--- src/rtl/terminal_scheduler.sv ---
// Round-robin scheduler sharing two output terminals among N_REQ stations,
// with per-terminal occupancy timeout and penalty mask. Optional grant
// statistics outputs are enabled by defining TERM_SCHED_STATS_EN.
module terminal_scheduler #(
  parameter int unsigned N_REQ   = 4,
  parameter int unsigned TIMEOUT = 15,
  parameter int unsigned CNT_W   = 4
) (
  input  logic             clk,
  input  logic             rst,
  input  logic [N_REQ-1:0] req,
  input  logic             term1_ok,
  input  logic             term2_ok,
  output logic [N_REQ-1:0] gnt1,
  output logic [N_REQ-1:0] gnt2,
  output logic             busy1,
  output logic             busy2,
  output logic             timeout_ev
`ifdef TERM_SCHED_STATS_EN
  ,
  output logic [7:0]       gcnt1,
  output logic [7:0]       gcnt2
`endif
);

  localparam int unsigned IDX_W = (N_REQ > 1) ? $clog2(N_REQ) : 1;
  localparam int unsigned NT    = 2;

  typedef enum logic [1:0] {
    S_IDLE    = 2'd0,
    S_BUSY    = 2'd1,
    S_RELEASE = 2'd2
  } state_t;

  state_t           state_q [NT];
  state_t           state_d [NT];
  logic [N_REQ-1:0] gnt_q   [NT];
  logic [N_REQ-1:0] gnt_d   [NT];
  logic [IDX_W-1:0] idx_q   [NT];
  logic [IDX_W-1:0] idx_d   [NT];
  logic [IDX_W-1:0] ptr_q   [NT];
  logic [IDX_W-1:0] ptr_d   [NT];
  logic [CNT_W-1:0] cnt_q   [NT];
  logic [CNT_W-1:0] cnt_d   [NT];
  logic             busy_q  [NT];
  logic             busy_d  [NT];
  logic             ok      [NT];
  logic [N_REQ-1:0] pen_q;
  logic [N_REQ-1:0] pen_d;
  logic             tev_q;
  logic             tev_d;

  assign ok[0] = term1_ok;
  assign ok[1] = term2_ok;

  // First set bit of elig at or after ptr, wrapping, as a one-hot vector.
  function automatic logic [N_REQ-1:0] rr_pick(input logic [N_REQ-1:0] elig,
                                               input logic [IDX_W-1:0] ptr);
    logic [N_REQ-1:0] res;
    logic             found;
    int unsigned      pos;
    res   = '0;
    found = 1'b0;
    for (int unsigned off = 0; off < N_REQ; off++) begin
      pos = (32'(ptr) + off) % N_REQ;
      if (!found && elig[IDX_W'(pos)]) begin
        res[IDX_W'(pos)] = 1'b1;
        found            = 1'b1;
      end
    end
    return res;
  endfunction

  function automatic logic [IDX_W-1:0] oh_to_idx(input logic [N_REQ-1:0] oh);
    logic [IDX_W-1:0] r;
    r = '0;
    for (int unsigned i = 0; i < N_REQ; i++) begin
      if (oh[i]) r = IDX_W'(i);
    end
    return r;
  endfunction

  // Next-state logic for both terminals; terminal 1 picks before terminal 2.
  always_comb begin
    logic [N_REQ-1:0] elig;
    logic [N_REQ-1:0] pick;
    logic [N_REQ-1:0] claimed;
    logic             owner_req;
    elig      = '0;
    pick      = '0;
    claimed   = '0;
    owner_req = 1'b0;
    tev_d     = 1'b0;
    pen_d     = pen_q & req;
    for (int unsigned k = 0; k < NT; k++) begin
      state_d[k] = state_q[k];
      gnt_d[k]   = gnt_q[k];
      idx_d[k]   = idx_q[k];
      ptr_d[k]   = ptr_q[k];
      cnt_d[k]   = cnt_q[k];
      busy_d[k]  = busy_q[k];
    end
    for (int unsigned k = 0; k < NT; k++) begin
      elig      = req & ~pen_q & ~gnt_q[NT-1-k] & ~claimed;
      owner_req = |(req & gnt_q[k]);
      unique case (state_q[k])
        S_IDLE: begin
          if (ok[k] && (|elig)) begin
            pick       = rr_pick(elig, ptr_q[k]);
            claimed    = claimed | pick;
            state_d[k] = S_BUSY;
            gnt_d[k]   = pick;
            idx_d[k]   = oh_to_idx(pick);
            cnt_d[k]   = CNT_W'(1);
            busy_d[k]  = 1'b1;
          end
        end
        S_BUSY: begin
          if (!owner_req || !ok[k] || (cnt_q[k] == CNT_W'(TIMEOUT))) begin
            state_d[k] = S_RELEASE;
            gnt_d[k]   = '0;
            busy_d[k]  = 1'b0;
            ptr_d[k]   = (idx_q[k] == IDX_W'(N_REQ - 1)) ? '0
                                                         : IDX_W'(idx_q[k] + 1'b1);
            // Penalty only when the owner still wants it and the terminal is up.
            if (owner_req && ok[k]) begin
              tev_d = 1'b1;
              pen_d = pen_d | gnt_q[k];
            end
          end else begin
            cnt_d[k] = CNT_W'(cnt_q[k] + 1'b1);
          end
        end
        S_RELEASE: state_d[k] = S_IDLE;
        default: begin
          state_d[k] = S_IDLE;
          gnt_d[k]   = '0;
          busy_d[k]  = 1'b0;
        end
      endcase
    end
  end

  always_ff @(posedge clk or posedge rst) begin
    if (rst) begin
      for (int unsigned k = 0; k < NT; k++) begin
        state_q[k] <= S_IDLE;
        gnt_q[k]   <= '0;
        idx_q[k]   <= '0;
        ptr_q[k]   <= '0;
        cnt_q[k]   <= '0;
        busy_q[k]  <= 1'b0;
      end
      pen_q <= '0;
      tev_q <= 1'b0;
    end else begin
      for (int unsigned k = 0; k < NT; k++) begin
        state_q[k] <= state_d[k];
        gnt_q[k]   <= gnt_d[k];
        idx_q[k]   <= idx_d[k];
        ptr_q[k]   <= ptr_d[k];
        cnt_q[k]   <= cnt_d[k];
        busy_q[k]  <= busy_d[k];
      end
      pen_q <= pen_d;
      tev_q <= tev_d;
    end
  end

  assign gnt1       = gnt_q[0];
  assign gnt2       = gnt_q[1];
  assign busy1      = busy_q[0];
  assign busy2      = busy_q[1];
  assign timeout_ev = tev_q;

`ifdef TERM_SCHED_STATS_EN
  logic [7:0] gcnt_q [NT];

  // Saturating count of IDLE->BUSY transitions per terminal.
  always_ff @(posedge clk or posedge rst) begin
    if (rst) begin
      for (int unsigned k = 0; k < NT; k++) gcnt_q[k] <= 8'd0;
    end else begin
      for (int unsigned k = 0; k < NT; k++) begin
        if ((state_q[k] == S_IDLE) && (state_d[k] == S_BUSY) && (gcnt_q[k] != 8'hFF))
          gcnt_q[k] <= 8'(gcnt_q[k] + 8'd1);
      end
    end
  end

  assign gcnt1 = gcnt_q[0];
  assign gcnt2 = gcnt_q[1];
`endif

endmodule
--- config.mk ---
export PLATFORM = sky130hd
export DESIGN_NAME = terminal_scheduler
export DESIGN_NICKNAME = d
export VERILOG_FILES = /design/src/rtl/terminal_scheduler.sv
export SDC_FILE = /design/constraint.sdc
export NUM_CORES = 1
export LEC_CHECK = 0
export CAP_MARGIN = 0
export CORE_ASPECT_RATIO = 0.5
export CORE_MARGIN = 2
export CORE_UTILIZATION = 50
export DETAILED_ROUTE_END_ITERATION = 7
export GPL_ROUTABILITY_DRIVEN = 1
export PLACE_DENSITY = 0.68
export REMOVE_ABC_BUFFERS = 1
export SLEW_MARGIN = 20
export SYNTH_ARGS = -nofsm -noshare
export SYNTH_HDL_FRONTEND = slang
export SYNTH_SLANG_ARGS = --single-unit
export TNS_END_PERCENT = 100
--- constraint.sdc ---
create_clock -name clk -period 11.1 [get_ports clk]
set_clock_uncertainty 0.15 [all_clocks]
set_input_delay 2.22 -clock clk [delete_from_list [all_inputs] [get_ports clk]]
set_output_delay 2.22 -clock clk [all_outputs]
set_load 0.02 [all_outputs]
==> results of run 1 <==
through the flow:
| stage | power [mW] | cells | instance area (um^2) | worst slack (ns) |
|---|---|---|---|---|
| global route | 0.819 | 390 | 3000 | 4.58 |
| floorplan | 0.539 | 293 | 2630 | 4.93 |
| global placement | 0.653 | 384 | 2930 | 4.81 |
| detailed placement | 0.667 | 384 | 2930 | 4.70 |
| finish | 0.755 | 390 | 3000 | 4.87 |
| CTS | 0.754 | 390 | 3000 | 4.94 |
power groups by stage:
stage	clock (mW)	sequential (mW)	combinational [mW]
global route	0.0929	0.224	0.502
CTS	0.0862	0.218	0.450
floorplan	0	0.218	0.321
finish	0.0842	0.218	0.453
global placement	0	0.217	0.436
detailed placement	0	0.219	0.447
final cells by class:
type                            count  area share
Timing Repair Buffer               21      0.0676
Sequential cell                    35       0.292
Inverter                           21      0.0263
Multi-Input combinational cell    237       0.561
Tap cell                           70      0.0292
Clock buffer                        6      0.0242
kinds of logic (layout without fill, tap and decap cells):
kind of cell,after synthesis,after routing,share of synthesized area
buffers and inverters,25,48,0.0360
AOI/OAI and AO/OA,81,81,0.219
muxes,13,13,0.0705
adders and majority gates,20,20,0.0946
xor gates and xnor gates,3,3,0.00994
DFF,35,35,0.331
and+or+nand+nor,120,120,0.239
layer usage:
layer  vias to the layer above  GRT usage
met2                        61      0.341
li1                       1148          -
met3                         7     0.0590
met1                      1152      0.322
met5                         -          0
met4                         0     0.0594
how the worst max path moves through the flow:
| stage | start | to | slack, ns | depth (start not counted) |
|---|---|---|---|---|
| 2_1_floorplan | req[2] | cnt_q[0] | 4.93 | 9 |
| 3_3_place_gp | req[1] | idx_q[1] | 4.81 | 11 |
| 3_5_place_dp | req[2] | idx_q[1] | 4.70 | 11 |
| 4_1_cts | req[0] | idx_q[0] | 4.94 | 11 |
| 5_1_grt | req[2] | idx_q[0] | 4.58 | 11 |
| 6_report | req[0] | idx_q[0] | 4.87 | 11 |
worst reg2reg max path, delay by kind of cell, from the launching register on:
kind | cells | cell delay (ns)
and+or+nand+nor | 4 | 1.09
adders and majority gates | 1 | 0.42
DFF | 1 | 0.56
AOI/OAI and AO/OA | 6 | 1.72
buffers and inverters | 1 | 0.27
sequential cells by signal, indices dropped and copies added, names as in the netlist:
signal and cells:
cnt_q 8, pen_q 4, gnt2 4, state_q 4
busy1 1, busy2 1, gnt1 4, timeout_ev 1
ptr_q 4, idx_q 4
cells in the mapped netlist, types with 4 or more instances:
master    number
a21oi_1        9
mux2i_1        7
inv_1         21
o21ai_0       19
nor2_1        20
nor4_1         5
ha_1          20
dfrtp_1       35
and2_1         4
or3_1          5
a31oi_1        4
nor3_1         8
a222oi_1       4
a21o_1         4
or3b_2         4
nand2b_1       7
o21a_1         4
nor3b_1        8
nand2_1       36
a22oi_1        5
mux4_2         4
nand3_1        7
==> run summary, run 1 <==
The count of nets left with antenna violations once routing finished came out at 0. The floorplan has 18 rows. Of the post-synthesis cell area, the dominant cell type holds 0.331. The required time of the critical path came out at 11.15 ns. The count of cells along the worst hold path came out at 1. The max-slew violation count is 0. Dividing total power by cell area gives a power density of 252 nW/um^2. The number of H-tree levels is 2. Broken down by cell family, the worst path's largest delay share belongs to simple AND/OR/NAND/NOR gates. The internal power contribution is 0.400 mW. The detailed router finished its first iteration with 176 violations.

Of all flip-flops after synthesis, the portion carrying an async set or reset was 1.00. Yosys attributes the largest share of cell area to dfrtp_1 33%, ha_1 9.5%, nand2_1 5.1%, o21ai_0 3.6%, mux4_2 3.4%. The top cell types in the final layout, fill and taps aside, are 36 x nand2_1, 35 x dfrtp_1, 21 x inv_1. The worst supply voltage drop on vdd came out at 0.000130 V. The worst hold slack across all endpoints is 0.336 ns. The flow ran to the end, and the final reports show no timing, DRC or antenna violations.

The initial core utilization is 0.529. The number of setup violations in the final report came out at 0. The area used by sequential logic in the layout came out at 876 um^2. The wire length on met3 is 287 um. The post-detailed-placement half-perimeter wirelength is 4820 um. In this run, synthesis inferred 0 flip-flops with an integrated enable. The via count of the first global-routing pass is 2,136. Setup repair after global routing left no endpoint under its margin. After technology mapping, the gate count stands at 297. In this run the standard cell core region covers 5000 um^2.

The total iterations of the first detailed-routing run is 4. STA classifies the critical path endpoint as a flip-flop. The number of input and output port buffers inserted is 18. The worst hold path belongs to the class flip-flop to flip-flop. The number of buffers on the longest clock path is 2.

The signed area change from the synthesized netlist to the final layout is 13.3%. The total number of vias is 2,368. The worst-path cell with the longest stage delay is nor3b_1. The largest total area in the synthesized netlist belongs to dfrtp_1. The minimum period implied by the final worst setup slack came out at 6.23 ns. The kind of start point of the critical path is a primary input.

The fraction of the yosys area taken by sequential cells is 0.331. The die is 107 um wide. The worst setup slack for register-to-register paths came out at 6.75 ns. Of all nets on the critical path, the largest fanout is 11.

Counting every sink on the clock net gives 35. The critical hold path startpoint is busy2. The clock tree from TritonCTS is built. The root buffer cell chosen for the clock tree is clkbuf_8. In this run, synthesis produced a sequential element count of 35.

The maximum number of pins on one net before global-route repair came out at 36. The share of total power dissipated in sequential elements is 0.289. The leading cell type in the layout, fill and taps excluded is nand2_1. For this run, the share of the core covered by cells in the final layout is 0.600. The number of hold violations in the final report is 0. In this run the top signal layer used is met4. The arrival time of data at the critical path endpoint is 6.28 ns. The period utilization came out at 0.562. The area of the multi-input gates came out at 1680 um^2. The overflow left after global routing is 0. After synthesis, the mean cell area works out to 8.91 um^2. Clock latency on the worst-skew pair, taken at its later pin, is 0.29 ns. The antenna diode count is 0. The end of the worst register-to-register path is idx_q[0]. After detailed routing, the wire length on met1 is 3150 um. The detailed-route vias per instance is 6.07. The total clock buffers created by CTS came out at 5. Post-CTS repair changed the size of 0 cells.

Of the total power, combinational logic draws 0.600. The setup path with the least slack is of type primary input to flip-flop. Static timing analysis puts the maximum clock frequency at 160 MHz. The wire length of the first global-routing pass came out at 10,500 um. After clock tree synthesis, the flow added hold-fix buffers numbering 0.

The switching portion of total power came out at 0.470. The die covers 5920 um^2. For the final routed database, the setup TNS stands at 0 ns. In this run the cell area of the synthesized design comes to 2650 um^2.

The initial antenna violation count is 0. The count of unresolved DRC violations after routing came out at 0. The die extent in y came out at 55.4 um. The fraction of power consumed by the clock network is 0.111. Clock-pin slew was measured on the worst setup and hold paths at 0.06 ns. The count of filler cells inserted in the layout is 443.

The switching component of the power is 0.355 mW. The amount of wire on met2 after detailed routing came out at 2870 um. Summed over all cells, the static leakage comes to 1.32 nW.

The worst relative slew slack is 0.399. The worst register-to-register path begins at ptr_q[2]. The most used flip-flop cell after synthesis is dfrtp_1.

The pin slew with the least headroom to its limit came out at 0.893 ns. The wire length per cell is 16.3 um. For this run, the total global-route usage over all layers was measured as 0.226. During synthesis, Yosys emitted a total of 0 warnings. The total buffers and inverters traversed by the critical path came out at 1. Walking the worst path, the cells encountered are clkdlybuf4s50_1, nor3b_1, o41ai_1, or3_1, a211o_1, o211a_4, mux2_4, or3b_1, a211oi_1, a221oi_1, a31oi_1.

The layout net count came out at 349. The distinct cell type count after synthesis is 59. The final routed wirelength across all metal layers came out at 6380 um. The tool flagged a number of max-cap violations equal to 0. Post-CTS timing repair inserted 0 buffers for setup. The final weighted congestion in routability-driven placement came out at 0.903. The depth of the worst register-to-register path is 12. The boundary pin count came out at 19.

The fraction of layout cells with a size suffix above 1 is 0.0813. The delay of the slowest critical-path stage came out at 0.69 ns. The worst hold path terminates at busy2.
Power figures use the tool's default switching activity.
==> run 2, diff against run 1 <==
- PLACE_DENSITY: 0.68 -> 0.7
- clock period: 11.1 -> 5.6 ns (I/O delays scaled with it)
==> run 2 against run 1 <==
  * Sequential share of layout area decreased by 0.57 points
  * Final area increased by 2.0%
  * Via count increased by 2.6%
  * Global-route usage about the same
  * First-iteration DRC count increased by 1.1%
  * Cell count increased by 1.8%
  * Power increased by 100%
  * Die area unchanged
  * Critical path type unchanged
  * Critical endpoint is now idx_q[1]
  * Largest power group unchanged
==> run summary, run 2 (synthesized netlist as in run 1, its figures left out) <==
The signed area change from the synthesized netlist to the final layout is 15.6%. The fraction of power consumed by the clock network came out at 0.122 (+0.011). The critical hold path startpoint is busy2. The library cell used as clock root buffer is clkbuf_8. The wire length of the first global-routing pass was 10,600 um (+0.73%). The number of setup violations in the final report is 0 (unchanged). The library cells used most frequently in the layout, excluding fill and tap cells, are 36 x nand2_1, 35 x dfrtp_1, 21 x inv_1. The clock sink count is 35 (unchanged). The internal power contribution came out at 0.820 mW (+100%). The flip-flop count of the largest register, all copies and words added came out at 8 (unchanged).

The total power density per cell area is 505 nW/um^2 (+100%). The switching component of the power is 0.723 mW (+100%). The number of H-tree levels came out at 2 (unchanged). The area used by sequential logic in the layout came out at 876 um^2 (unchanged).

The detailed-route vias per instance came out at 6.12 (+0.77%). The arrival time of data at the critical path endpoint is 5.00 ns (-1.28 ns). The worst relative slew slack came out at 0.324 (-0.0753).

The initial core utilization came out at 0.529 (unchanged). The max-cap violation count came to 0 (unchanged). The terminating pin of the worst hold path is busy2. The count of antenna-violating nets left after detailed routing is 0 (unchanged).

The final-layout setup total negative slack came out at 0 ns (unchanged). The horizontal die dimension came to 107 um (unchanged). The number of input and output port buffers inserted came to 18 (unchanged). The path class of the tightest hold or removal check is flip-flop to flip-flop. The count of filler cells inserted in the layout is 461 (+4.1%).

Setup repair after global routing left no endpoint under its margin. The wire length per cell is 16.4 um (+0.35%). The critical path is of the primary input to flip-flop type. The worst setup path is launched from a primary input. The startpoint identified for the worst register-to-register timing path is ptr_q[2]. The layout net count is 355 (+1.7%). The final weighted congestion in routability-driven placement came out at 0.834 (-7.7%). The count of cells resized by post-cts repair is 0 (unchanged).

The fraction of layout cells with a size suffix above 1 is 0.104 (+0.0227). The area of the multi-input gates came out at 1680 um^2 (unchanged). The pin slew with the least headroom to its limit came out at 1.00 ns (+0.112 ns). The total number of vias is 2,429 (+2.6%). The depth of the worst register-to-register path was 12 (unchanged). The initial DRC count is 178 (+1.1%). The total clock buffers created by CTS is 5 (unchanged).

The switching portion of total power is 0.468 (-0.00188). The maximum number of pins on one net before global-route repair came out at 36 (unchanged). The end of the worst register-to-register path is idx_q[1]. The worst setup slack for register-to-register paths was 1.34 ns (-5.41 ns). The boundary pin count came to 19 (unchanged).

The number of buffers on the longest clock path came out at 2 (unchanged). The total power consumption of the routed design came out at 1.54 mW (+100%). The initial antenna violation count came out at 0 (unchanged). The max-slew violation count is 0 (unchanged). The required time of the critical path came out at 5.60 ns (-5.55 ns). The maximum fanout encountered on the critical timing path came to 8 (-3).

The die extent in y is 55.4 um (unchanged). The count of unresolved DRC violations after routing came out at 0 (unchanged). The clock-pin slew of the registers on the worst-case setup and hold paths is 0.07 ns (about the same). The standby leakage power is 1.36 nW (+3.0%).

TritonCTS built the clock tree. The library cell used most frequently in the layout, excluding fill and tap cells, is nand2_1. The fraction of power consumed by sequential logic came out at 0.280 (-0.009). The placeable core region is 5000 um^2 (unchanged). The clock latency of the later-clocked register in the worst-skew pair was 0.30 ns (about the same). The global router's overall resource usage came out at 0.226 (+0.000229). The post-detailed-placement half-perimeter wirelength was 5040 um (+4.5%).

The hold-fix buffer count after cts came out at 0 (unchanged). The count of cells along the worst hold path is 1 (unchanged). The worst supply voltage drop on vdd is 0.000292 V (+120%). The overflow left after global routing is 0 (unchanged). The flow ran to the end, and the final reports show no timing, DRC or antenna violations. The number of hold violations in the final report came out at 0 (unchanged).

The final routed wirelength across all metal layers came out at 6510 um (+2.1%). Counting flops per register, the top entry is cnt_q. The number of placement rows came out at 18 (unchanged). The total iterations of the first detailed-routing run was 5 (+1).

Derived from the worst setup path, the maximum achievable clock frequency is 200 MHz. The antenna diode count came out at 0 (unchanged). The period utilization is 0.892. The combinational fraction of design power came to 0.598 (-0.002). The number of setup buffers added after CTS is 0 (unchanged). The worst setup path is captured at a flip-flop. The die footprint came out at 5920 um^2 (unchanged). The via count of the first global-routing pass is 2,204 (+3.2%). After layout, the minimum clock period comes to 5.00 ns.
## run 2: how the worst max path moves through the flow
stage,startpoint,to,cells after the start
final,req[0],idx_q[1],11
after floorplan,req[2],cnt_q[0],9
after CTS,req[0],idx_q[1],12
after global routing,req[0],idx_q[1],11
after global placement,req[0],idx_q[1],11
after detailed placement,req[0],idx_q[1],12
## run 2: cell type report
class | instances | area share
Inverter | 21 | 0.0258
Multi-Input combinational cell | 237 | 0.550
Sequential cell | 35 | 0.286
Clock buffer | 6 | 0.0270
Tap cell | 70 | 0.0286
Clock inverter | 1 | 0.00164
Timing Repair Buffer | 27 | 0.0810
## run 2: layer usage
| metal | vias to the layer above | global-route usage | routed length (um) |
|---|---|---|---|
| met5 | - | 0 | 0 |
| met4 | 0 | 0.0724 | 88 |
| met3 | 10 | 0.0484 | 270 |
| met2 | 52 | 0.343 | 2990 |
| met1 | 1204 | 0.323 | 3170 |
| li1 | 1163 | - | - |
## run 2: critical path, cell delays in order
cell and delay, ns:
clkdlybuf4s50_1 0.56, or3b_2 0.52, mux4_2 0.56, or3_1 0.33
o211ai_1 0.17, o21ai_0 0.28, nor4b_1 0.23, a22o_1 0.26
or2_2 0.31, a221oi_1 0.49, a31oi_1 0.16
## run 2: power by group through the flow
stage | Combinational (mW) | Clock [mW] | Sequential [mW]
after floorplan | 0.637 | 0 | 0.432
after global placement | 0.890 | 0 | 0.430
after detailed placement | 0.913 | 0 | 0.434
after CTS | 0.915 | 0.193 | 0.431
after global routing | 1.01 | 0.203 | 0.444
final | 0.923 | 0.188 | 0.432
## run 2: metrics by stage
step / cells / cell area, um^2 / setup slack [ns] / util / hold slack [ns]
final: 397 / 3060 / 0.604 / 0.612 / 0.331
after global placement: 390 / 2970 / 0.460 / 0.594 / 0.310
after detailed placement: 390 / 2970 / 0.343 / 0.594 / 0.318
after floorplan: 293 / 2630 / 0.525 / - / 0.326
after global routing: 397 / 3060 / 0.407 / 0.612 / 0.361
after CTS: 397 / 3060 / 0.657 / 0.612 / 0.335
